===== src/rtl/namuru_wb_fanout.sv =====
// Wishbone slave front-end for a Namuru correlator bank: decodes per-channel
// pages plus a control page, times out silent channels, aggregates interrupts.
module namuru_wb_fanout #(
    parameter int NUM_CH  = 4,
    parameter int CH_AW   = 6,
    parameter int TIMEOUT = 15
) (
    input  logic                 sys_clk,
    input  logic                 sys_rst_n,
    input  logic [31:0]          wb_adr_i,
    input  logic [31:0]          wb_dat_i,
    output logic [31:0]          wb_dat_o,
    input  logic [3:0]           wb_sel_i,
    input  logic                 wb_stb_i,
    input  logic                 wb_cyc_i,
    input  logic                 wb_we_i,
    output logic                 wb_ack_o,
    output logic [NUM_CH-1:0]    ch_req_o,
    output logic                 ch_we_o,
    output logic [CH_AW-1:0]     ch_adr_o,
    output logic [31:0]          ch_dat_o,
    output logic [3:0]           ch_sel_o,
    input  logic [NUM_CH*32-1:0] ch_dat_i,
    input  logic [NUM_CH-1:0]    ch_ack_i,
    input  logic [NUM_CH-1:0]    ch_irq_i,
    output logic                 irq_o
);

    typedef enum logic [1:0] {IDLE, CHREQ, ACK} state_t;

    localparam logic [3:0]       CTRL_PG = 4'(NUM_CH);
    localparam logic [7:0]       TO_LAST = 8'(TIMEOUT - 1);
    localparam logic [CH_AW-1:0] W_PEND  = CH_AW'(0);
    localparam logic [CH_AW-1:0] W_MASK  = CH_AW'(1);
    localparam logic [CH_AW-1:0] W_ERR   = CH_AW'(2);
    localparam logic [CH_AW-1:0] W_INFO  = CH_AW'(3);

    state_t              state_q;
    logic [CH_AW-1:0]    adr_q;
    logic [31:0]         dat_q;
    logic [3:0]          sel_q;
    logic                we_q;
    logic [NUM_CH-1:0]   req_q;
    logic [31:0]         rdat_q;
    logic                ack_q;
    logic [7:0]          tcnt_q;
    logic [15:0]         err_q;
    logic [NUM_CH-1:0]   pend_q, pend_d;
    logic [NUM_CH-1:0]   mask_q, mask_d;
    logic [NUM_CH-1:0]   prev_q;
    logic                irq_q;

    logic [3:0]          pg;
    logic [CH_AW-1:0]    wd;
    logic                start;
    logic                ctrl_wr;
    logic [31:0]         bmask;
    logic [NUM_CH-1:0]   pg_hot;
    logic [31:0]         ch_rdat;
    logic [31:0]         ctrl_rdat;
    logic                hit_ack;
    logic                unused_adr;

    assign pg         = wb_adr_i[CH_AW+2 +: 4];
    assign wd         = wb_adr_i[CH_AW+1:2];
    assign unused_adr = ^{wb_adr_i[31:CH_AW+6], wb_adr_i[1:0]};
    assign start      = wb_cyc_i & wb_stb_i & (state_q == IDLE);
    assign ctrl_wr    = start & wb_we_i & (pg == CTRL_PG);
    assign bmask      = {{8{wb_sel_i[3]}}, {8{wb_sel_i[2]}},
                         {8{wb_sel_i[1]}}, {8{wb_sel_i[0]}}};
    // req_q is one-hot, so it doubles as the selected-channel mask
    assign hit_ack    = |(ch_ack_i & req_q);

    always_comb begin
        pg_hot  = '0;
        ch_rdat = '0;
        for (int i = 0; i < NUM_CH; i++) begin
            pg_hot[i] = (pg == 4'(i));
            if (req_q[i]) ch_rdat = ch_rdat | ch_dat_i[32*i +: 32];
        end
    end

    always_comb begin
        ctrl_rdat = '0;
        if (wd == W_PEND) ctrl_rdat = 32'(pend_q);
        if (wd == W_MASK) ctrl_rdat = 32'(mask_q);
        if (wd == W_ERR)  ctrl_rdat = 32'(err_q);
        if (wd == W_INFO) ctrl_rdat = {16'h4E4D, 8'd0, 4'd0, CTRL_PG};
    end

    // A new rising edge overrides a write-1-to-clear on the same cycle
    always_comb begin
        pend_d = pend_q;
        mask_d = mask_q;
        if (ctrl_wr && wd == W_PEND)
            pend_d = pend_q & ~NUM_CH'(wb_dat_i & bmask);
        if (ctrl_wr && wd == W_MASK)
            mask_d = (mask_q & ~NUM_CH'(bmask)) | NUM_CH'(wb_dat_i & bmask);
        pend_d = pend_d | (ch_irq_i & ~prev_q);
    end

    always_ff @(posedge sys_clk or negedge sys_rst_n) begin
        if (!sys_rst_n) begin
            state_q <= IDLE;
            adr_q   <= '0;
            dat_q   <= '0;
            sel_q   <= '0;
            we_q    <= 1'b0;
            req_q   <= '0;
            rdat_q  <= '0;
            ack_q   <= 1'b0;
            tcnt_q  <= '0;
            err_q   <= '0;
            pend_q  <= '0;
            mask_q  <= '0;
            prev_q  <= '0;
            irq_q   <= 1'b0;
        end else begin
            prev_q <= ch_irq_i;
            pend_q <= pend_d;
            mask_q <= mask_d;
            irq_q  <= |(pend_q & mask_q);
            ack_q  <= 1'b0;
            if (ctrl_wr && wd == W_ERR) err_q <= '0;
            unique case (state_q)
                IDLE: begin
                    if (start) begin
                        adr_q  <= wd;
                        dat_q  <= wb_dat_i;
                        sel_q  <= wb_sel_i;
                        we_q   <= wb_we_i;
                        tcnt_q <= '0;
                        if (pg < CTRL_PG) begin
                            req_q   <= pg_hot;
                            state_q <= CHREQ;
                        end else begin
                            rdat_q  <= (pg == CTRL_PG) ? ctrl_rdat : '0;
                            ack_q   <= 1'b1;
                            state_q <= ACK;
                        end
                    end
                end
                CHREQ: begin
                    if (!wb_cyc_i) begin
                        req_q   <= '0;
                        state_q <= IDLE;
                    end else if (hit_ack) begin
                        rdat_q  <= ch_rdat;
                        req_q   <= '0;
                        ack_q   <= 1'b1;
                        state_q <= ACK;
                    end else if (tcnt_q == TO_LAST) begin
                        rdat_q  <= '1;
                        req_q   <= '0;
                        ack_q   <= 1'b1;
                        if (err_q != '1) err_q <= err_q + 16'd1;
                        state_q <= ACK;
                    end else begin
                        tcnt_q <= tcnt_q + 8'd1;
                    end
                end
                ACK:     state_q <= IDLE;
                default: state_q <= IDLE;
            endcase
        end
    end

    assign wb_dat_o = rdat_q;
    assign wb_ack_o = ack_q;
    assign ch_req_o = req_q;
    assign ch_we_o  = we_q;
    assign ch_adr_o = adr_q;
    assign ch_dat_o = dat_q;
    assign ch_sel_o = sel_q;
    assign irq_o    = irq_q;

endmodule

===== config.mk =====
export PLATFORM = sky130hd
export DESIGN_NAME = namuru_wb_fanout
export DESIGN_NICKNAME = d
export VERILOG_FILES = /design/src/rtl/namuru_wb_fanout.sv
export SDC_FILE = /design/constraint.sdc
export NUM_CORES = 1
export LEC_CHECK = 0
export CAP_MARGIN = 20
export CELL_PAD_IN_SITES_DETAIL_PLACEMENT = 0
export CELL_PAD_IN_SITES_GLOBAL_PLACEMENT = 1
export CORE_ASPECT_RATIO = 0.8
export CORE_MARGIN = 2
export CORE_UTILIZATION = 33
export DETAILED_ROUTE_END_ITERATION = 10
export GPL_TIMING_DRIVEN = 0
export PLACE_DENSITY_LB_ADDON = 0.3
export REMOVE_ABC_BUFFERS = 1
export SETUP_SLACK_MARGIN = 0.5
export SYNTH_ARGS = -nofsm -noshare
export SYNTH_HDL_FRONTEND = slang
export SYNTH_SLANG_ARGS = --single-unit

===== constraint.sdc =====
create_clock -name sys_clk -period 3.9 [get_ports sys_clk]
set_input_delay 0.78 -clock sys_clk [delete_from_list [all_inputs] [get_ports sys_clk]]
set_output_delay 0.78 -clock sys_clk [all_outputs]
set_load 0.02 [all_outputs]

==> results of run 1 <==
-- power by group --
part	total (mW)	leakage [nW]	internal, mW	switching (mW)
combinational	1.02	2.43	0.531	0.494
sequential	1.46	1.55	1.37	0.0906
clock	1.63	0.293	1.03	0.600
total	4.11	4.28	2.92	1.18
-- cells by family after synthesis --
| logic type | share of synthesized area [%] |
|---|---|
| mux | 8.58 |
| simple gates | 18.4 |
| fa+ha+maj | 0.604 |
| buf+inv | 5.02 |
| xor+xnor | 0.141 |
| compound gates | 19.3 |
| flops | 47.9 |
-- how the worst max path moves through the flow --
stage / from / end / slack [ps] / cells past startpoint
floorplan: ch_req_o[0]$_DFFE_PN0P_ / wb_dat_o[16]$_DFFE_PN0P_ / 430 / 5
CTS: wb_cyc_i / flop / 790 / 6
finish: ch_req_o[0]$_DFFE_PN0P_ / wb_dat_o[22]$_DFFE_PN0P_ / 820 / 6
global placement: sys_rst_n / ch_dat_o[27]$_DFFE_PN0P_ / -2990 / 1
global route: wb_cyc_i / err_q[8]$_DFF_PN0_ / 550 / 7
detailed placement: wb_cyc_i / flop / 350 / 6
-- layout make-up --
type / instances / area [um2] / area share, %
Sequential cell: 119 / 2980 / 30.3
Multi-Input combinational cell: 463 / 2940 / 29.9
Timing Repair Buffer: 275 / 2880 / 29.3
Clock buffer: 18 / 439 / 4.47
Tap cell: 253 / 317 / 3.22
Clock inverter: 14 / 175 / 1.78
Inverter: 26 / 97.6 / 0.994
-- Yosys cell counts, types with 2 or more instances --
| master | n |
|---|---|
| sky130_fd_sc_hd__nand2_1 | 151 |
| sky130_fd_sc_hd__dfrtp_1 | 119 |
| sky130_fd_sc_hd__a22oi_1 | 67 |
| sky130_fd_sc_hd__clkbuf_1 | 34 |
| sky130_fd_sc_hd__a31oi_1 | 29 |
| sky130_fd_sc_hd__inv_1 | 26 |
| sky130_fd_sc_hd__mux2_1 | 26 |
| sky130_fd_sc_hd__mux2i_1 | 24 |
| sky130_fd_sc_hd__a21oi_1 | 23 |
| sky130_fd_sc_hd__o21ai_0 | 22 |
| sky130_fd_sc_hd__nor2_1 | 15 |
| sky130_fd_sc_hd__and3_1 | 13 |
| sky130_fd_sc_hd__nand3_1 | 11 |
| sky130_fd_sc_hd__a22o_1 | 8 |
| sky130_fd_sc_hd__nand4_1 | 7 |
| sky130_fd_sc_hd__or3_1 | 7 |
| sky130_fd_sc_hd__buf_2 | 6 |
| sky130_fd_sc_hd__o21ai_1 | 6 |
| sky130_fd_sc_hd__nor3_1 | 5 |
| sky130_fd_sc_hd__and2_1 | 4 |
| sky130_fd_sc_hd__buf_4 | 3 |
| sky130_fd_sc_hd__buf_6 | 3 |
| sky130_fd_sc_hd__ha_1 | 3 |
| sky130_fd_sc_hd__nor2b_1 | 3 |
| sky130_fd_sc_hd__or4_1 | 3 |
| sky130_fd_sc_hd__a2111oi_4 | 2 |
| sky130_fd_sc_hd__a221o_1 | 2 |
| sky130_fd_sc_hd__nand2b_1 | 2 |
| sky130_fd_sc_hd__nor3b_1 | 2 |
| sky130_fd_sc_hd__nor4_4 | 2 |
-- layer usage --
metal	vias to the layer above	GRT usage (%)	part of all wire (%)
li1	2850	-	-
met1	2867	26.9	46
met2	136	33.6	48
met3	21	4.75	4.7
met4	0	5.29	1.3
met5	-	0	0
-- worst max-delay path: stages, from the launching register on --
cell,delay (ps)
sky130_fd_sc_hd__dfrtp_1,790
sky130_fd_sc_hd__a22o_1,330
sky130_fd_sc_hd__or2_2,760
sky130_fd_sc_hd__nor2_1,200
sky130_fd_sc_hd__o22a_2,310
sky130_fd_sc_hd__buf_12,190
sky130_fd_sc_hd__mux2_1,340
-- through the flow --
step | setup TNS (ps) | instances
floorplan | 0 | 608
global placement | -456860 | 1128
detailed placement | 0 | 1136
CTS | 0 | 1168
global route | 0 | 1168
finish | 0 | 1168
-- state kept, by name, indices dropped and copies added, names as in the netlist, named ones only --
name and flops:
ch_dat_o 32, wb_dat_o 32, err_q 16, tcnt_q 8
ch_adr_o 6, ch_req_o 4, ch_sel_o 4, pend_q 4
prev_q 4, state_q 2, ch_we_o 1, irq_o 1
wb_ack_o 1
==> results.txt, run 1 <==
* Status: complete, no violations
- Routed len/inst: about 17 um
- Sequential cells were found to cover between 40% and 50% of the synthesized design area.
- Across every metal layer, demand over resource in global routing totals 20.3%.
- The initial antenna violation count was 0.
- Main area contributors after synthesis: sky130_fd_sc_hd__dfrtp_1 48%, sky130_fd_sc_hd__nand2_1 9.1%, sky130_fd_sc_hd__a22oi_1 8.1%
- Arrival @ worst endpoint: approximately 3400 ps
- After synthesis the cells add up to a little over 6000 um2.
* Count of maximum capacitance violations: 0
* Syn_area_per_cell: about 9.5 um2
- Clock-pin slew was measured on the worst setup and hold paths at about 60 ps.
- Total DRC errors in the routed layout: 0
- Post-detailed-routing wire length: approximately 20 mm
- The clock reaches the later pin of the worst-skew pair after approximately 420 ps.
- The die covers approximately 20000 um2.
- Pin placement for this block handled 290 I/O pins.
- Maximum fanout encountered on the critical timing path: 40
- Hold timing on the final database bottoms out at a slack of roughly 270 ps.
- The congestion estimate from routability-driven global placement came to 0.791.
- Power after layout: a little over 4 mW
- Die Y: roughly 130 um
- The area growth from synthesis to layout is 58.2%.
- The count of buffers added on input and output ports is roughly 270.
* Number of buffers inserted by post-CTS setup repair: 0
* Ant. Diodes: 0
- Final std cell area, no fill: a little under 10000 um2
* Avg Vias per Cell: 5.03
- Clock sink count: about 120
- CTS built an H-tree with a depth of 4.
* Number of synthesized register bits: ~120
- STA puts the critical path data required time at 4190 ps.
* Vias in the first global route: slightly above 6k
- Total count of hold-check failures in the final report: 0
* Total number of yosys warnings: 0
- Worst vdd rail ir drop: 225 uV
* Final worst path period need: roughly 3100 ps
- In this run the static leakage power is around 4.3 nW.
* TritonCTS clock tree: yes
- Final setup slack of the worst path: 821 ps
* Pin count of the biggest net entering global routing: 80
- Core utilization of the finished layout: between 50% and 60%
- First-pass DRT Iterations: 5
- Instance area after placement: around 9000 um2
- Setup violations remaining at the end of the flow were counted as 0.
- Flip-flop cell with the highest count after synthesis: sky130_fd_sc_hd__dfrtp_1
- Antenna violation net count after detailed routing: 0
- Across the routed clock network, the largest skew measured is between 10 and 15 ps.
- Global-route wire length before repair: 32.0 mm
- Timing would allow up to 0.325 GHz.
* Routed vias: between 5k and 6k
* Initial standard-cell utilization of the core: between 30% and 40%
* Ratio of cells with drive above 1 in the final layout: ~6.2%
- Fill cells in the final layout number around 1.7k.
* Critical path class: flop to flop
- Number of unique standard cell types used by synthesis: 56
- In this run the power density over the cells is 418 nW/um2.
- Headroom to the max-slew limit came out at 38.1%.
- Global routing finished with a remaining overflow of 0.
- In this run, CTS created clock tree buffers numbering 17.
* Number of buffers on the longest clock path: 2
* Register-to-Register Path Depth: 6
* Class of the tightest hold or removal check: input pin to asynchronous set/reset pin
- Total half-perimeter wirelength after legalization and detailed placement: roughly 14 mm
- Worst Tran Pin Value: 929 ps
- The total area inside the core boundary comes to ~18000 um2.
* Die X: roughly 160 um
- In the layout the commonest cells are 266 x sky130_fd_sc_hd__clkdlybuf4s50_1, 151 x sky130_fd_sc_hd__nand2_1, 119 x sky130_fd_sc_hd__dfrtp_1.
- Reg-to-reg critical path endpoint: wb_dat_o[22]$_DFFE_PN0P_
- Cell chosen for the clock root: sky130_fd_sc_hd__clkbuf_16
- Ratio of final minimum period to clock period: roughly four fifths
- Max-slew violation count: 0
* Count of flip-flops with a built-in enable after synthesis: 0
- Gates resized during post-CTS repair numbered 0.
* R2r startpoint: ch_req_o[0]$_DFFE_PN0P_
* Most frequent standard cell in the layout excluding fill and tap cells: sky130_fd_sc_hd__clkdlybuf4s50_1
- At the end of the flow, the number of nets in the layout was 1114.
- Cell count after synthesis: ~650
- Setup repair after global routing left no endpoint under its margin.
- Cell type contributing the most total cell area after synthesis: sky130_fd_sc_hd__dfrtp_1
- Sort of element at the end of the critical path: flop
- The first routing iteration left around 310 violations.
- Quantity of hold-fixing buffers added after cts: 0
- The floorplan has 44 rows.
- Yosys top cell area share: between 40% and 50%
- Setup slack of the worst register-to-register path: around 820 ps
- Proportion of synthesized flip-flops having asynchronous set or reset: 100%
* Critical path startpoint category: flop
- Post-place setup slack: ~350 ps
Power figures use the tool's default switching activity.
==> run 2: changes to the inputs <==
- CORE_UTILIZATION: 33 -> 30
- clock period: 3.9 -> 2.95 ns (I/O delays scaled with it)
==> run 2 against run 1 <==
Effect of this change:
- count of clock-buffer cells in the layout stayed put
- setup slack got worse by 220 ps
- sequential cell count unchanged
- critical endpoint is now wb_dat_o[19]$_DFFE_PN0P_
==> results.txt, run 2 (synthesis gave the netlist of run 1 again) <==
- Status: complete, no violations (unchanged).
- The leakage power summed over all cells came to 4.39 nW (was 4.28 nW).
* Port bufs: 267 (unchanged)
- The most common cell after layout, fill and taps aside is sky130_fd_sc_hd__clkdlybuf4s50_1 (unchanged).
- First-pass DRT Iterations: 5 (unchanged)
- The path class of the lowest-slack min-delay path was input pin to asynchronous set/reset pin (unchanged).
* Total DRC errors in the routed layout: 0 (unchanged)
* Sort of element at the end of the critical path: flop (unchanged)
- Io pins: 290 (unchanged)
- Final-stage net count: 1131 (was 1114)
* Antenna violation net count after detailed routing: 0 (unchanged)
- Final worst path period need: 2350 ps
* Ratio of final minimum period to clock period: between 70% and 80%
- Routed len/inst: 17.4 um (was 16.9 um)
- Overall die area: 21900 um2 (was 19900 um2)
- The kind of launch point of the worst setup path was an input pin (was flop).
- The sum of net half-perimeters after detailed placement came to 14.4 mm (was 14.2 mm).
- The placer congestion estimate was 0.788 (was 0.791).
- The arrival time reported for the critical path endpoint was 2640 ps (was 3370 ps).
* R2r startpoint: tcnt_q[0]$_DFFE_PN0P_ (was ch_req_o[0]$_DFFE_PN0P_)
* Worst vdd rail ir drop: 336 uV (was 225 uV)
- Die Y: 133 um (was 127 um)
- The x dimension of the die is 165 um (was 157 um).
- Number of buffers on the longest clock path: 2 (unchanged)
- The data required time at the worst endpoint came to 3240 ps (was 4190 ps).
* Worst setup startpoint: ch_ack_i[0] (was ch_req_o[0]$_DFFE_PN0P_)
* Inserted Clock Buffers: 17 (unchanged)
- Relative slew slack: 65.8% (was 38.1%)
* Routed vias: 6005 (was 5874)
* Overall Global Routing Usage: 19.3% (was 20.3%)
- Setup repair after global routing missed its margin: false (unchanged)
- Timing would allow up to between 0.4 and 0.5 GHz.
- Critical path class: input pin to flop (was flop to flop)
* Count of final setup violators: 0 (unchanged)
- Most frequent cells in the layout: 265 x sky130_fd_sc_hd__clkdlybuf4s50_1, 150 x sky130_fd_sc_hd__nand2_1, 114 x sky130_fd_sc_hd__dfrtp_1 (was 266 x sky130_fd_sc_hd__clkdlybuf4s50_1, 151 x sky130_fd_sc_hd__nand2_1, 119 x sky130_fd_sc_hd__dfrtp_1).
- The number of placement rows is 47 (was 44).
* Final clock skew: 10.6 ps (was 11.7 ps)
* Layout Area Growth over Synthesis: 62.5% (was 58.2%)
* Clock-pin slew on the worst setup and hold paths: 60 ps (about the same)
- The initial antenna violation count came to 0 (unchanged).
- The total detailed-routing wirelength is 20.9 mm (was 19.7 mm).
- Gr ovfl total: 0 (unchanged)
- Final setup slack of the worst path: 596 ps (was 821 ps)
- Cell chosen for the clock root: sky130_fd_sc_hd__clkbuf_16 (unchanged)
- Vias in the first global route: 6003 (was 6092)
* Depth of the CTS H-tree: 4 (unchanged)
* Ant. Diodes: 0 (unchanged)
* Number of DRC violations after detailed-routing iteration 0: 316 (was 312)
- Total power density per cell area: 553 nW/um2 (was 418 nW/um2)
- Worst Tran Pin Value: 514 ps (was 929 ps)
- TritonCTS clock tree: yes (unchanged)
* Global-route wire length before repair: 33.1 mm (was 32.0 mm)
- The effective utilization at floorplan was 30.3% (was 34.0%).
- The post-placement worst setup slack came to -394 ps (was 350 ps).
- The floorplan core area was 20500 um2 (was 18300 um2).
- Max-slew violation count: 0 (unchanged)
- The number of sinks handled by clock tree synthesis is 119 (unchanged).
- The number of max-cap violations was 0 (unchanged).
* Maximum fanout encountered on the critical timing path: 33 (was 40)
* Total count of hold-check failures in the final report: 0 (unchanged)
- Quantity of hold-fixing buffers added after cts: 0 (unchanged)
- Setup TNS Final: 0 ps (unchanged)
- Pin count of the biggest net entering global routing: 80 (unchanged)
- The fraction of final layout cells sized beyond drive strength 1 is 9.12% (was 6.23%).
* Avg Vias per Cell: 5.00 (was 5.03)
* Insertion delay of the later-clocked pin in the worst-skew pair: 420 ps (about the same)
run 2: cell types whose count changed in the layout (fill, tap and decap cells not counted), sizes merged:
cell and change:
buf +15, bufbuf +1, bufinv +1, clkdlybuf4s50 -1, clkinv -4, clkinvlp +2
dlygate4sd2 +1, inv +1, nand4bb +1
run 2: through the flow:
stage | utilization, % | instance area [um2] | power (mW) | std cells | hold WS, ps
3_5_place_dp | 45.1 | 9250 | 3.34 | 1153 | 461
2_1_floorplan | - | 6000 | 2.49 | 608 | 294
3_3_place_gp | 43.9 | 9010 | 3.27 | 1144 | 457
6_report | 49.2 | 10100 | 5.57 | 1201 | 93.5
5_1_grt | 49.2 | 10100 | 5.84 | 1201 | 107
4_1_cts | 48.9 | 10000 | 5.64 | 1195 | 96.5
run 2: timing repair:
action / CTS / global route
cloned: 2 / 0
setup buffers: 8 / 6
setup endpoints to repair: 63 / 42
pin swaps: 6 / 6
gates resized for setup: 15 / 4
run 2: per-layer routing:
layer / global-route usage (%) / up-vias / share of wire, %
li1: - / 2905 / -
met1: 26.1 / 2933 / 45
met2: 31.6 / 144 / 49
met3: 4.26 / 23 / 5.3
met4: 4.64 / 0 / 1.3
met5: 0 / - / 0
run 2: final timing paths:
kind                                             to  cells after the start  slack, ps
max                        wb_dat_o[19]$_DFFE_PN0P_                      9        600
min                        wb_dat_o[23]$_DFFE_PN0P_                      1         90
max reg2reg                wb_dat_o[19]$_DFFE_PN0P_                     10        620
min reg2reg                 ch_sel_o[0]$_DFFE_PN0P_                      2        470
max in group asynchronous  ch_dat_o[24]$_DFFE_PN0P_                      2       2090
min in group sys_clk        ch_sel_o[0]$_DFFE_PN0P_                      2        470
run 2: worst max-delay path, cell delays in order:
cell                              delay [ps]
sky130_fd_sc_hd__clkdlybuf4s50_1         400
sky130_fd_sc_hd__a22o_1                  260
sky130_fd_sc_hd__or2_4                   260
sky130_fd_sc_hd__buf_12                  180
sky130_fd_sc_hd__nor2_4                  120
sky130_fd_sc_hd__o22a_2                  180
sky130_fd_sc_hd__buf_4                   130
sky130_fd_sc_hd__buf_12                  150
sky130_fd_sc_hd__mux2_1                  340
run 2: where the power goes:
| group | switching [mW] | internal, mW |
|---|---|---|
| clock | 0.806 | 1.42 |
| combinational | 0.694 | 0.744 |
| sequential | 0.104 | 1.81 |
run 2: area by class of cell:
| cell class | count | area, um2 |
|---|---|---|
| Tap cell | 269 | 337 |
| Timing Repair Buffer | 291 | 3040 |
| Clock inverter | 14 | 198 |
| Multi-Input combinational cell | 464 | 3010 |
| Inverter | 26 | 97.6 |
| Sequential cell | 119 | 2980 |
| Clock buffer | 18 | 429 |
| Fill cell | 1933 | 10400 |
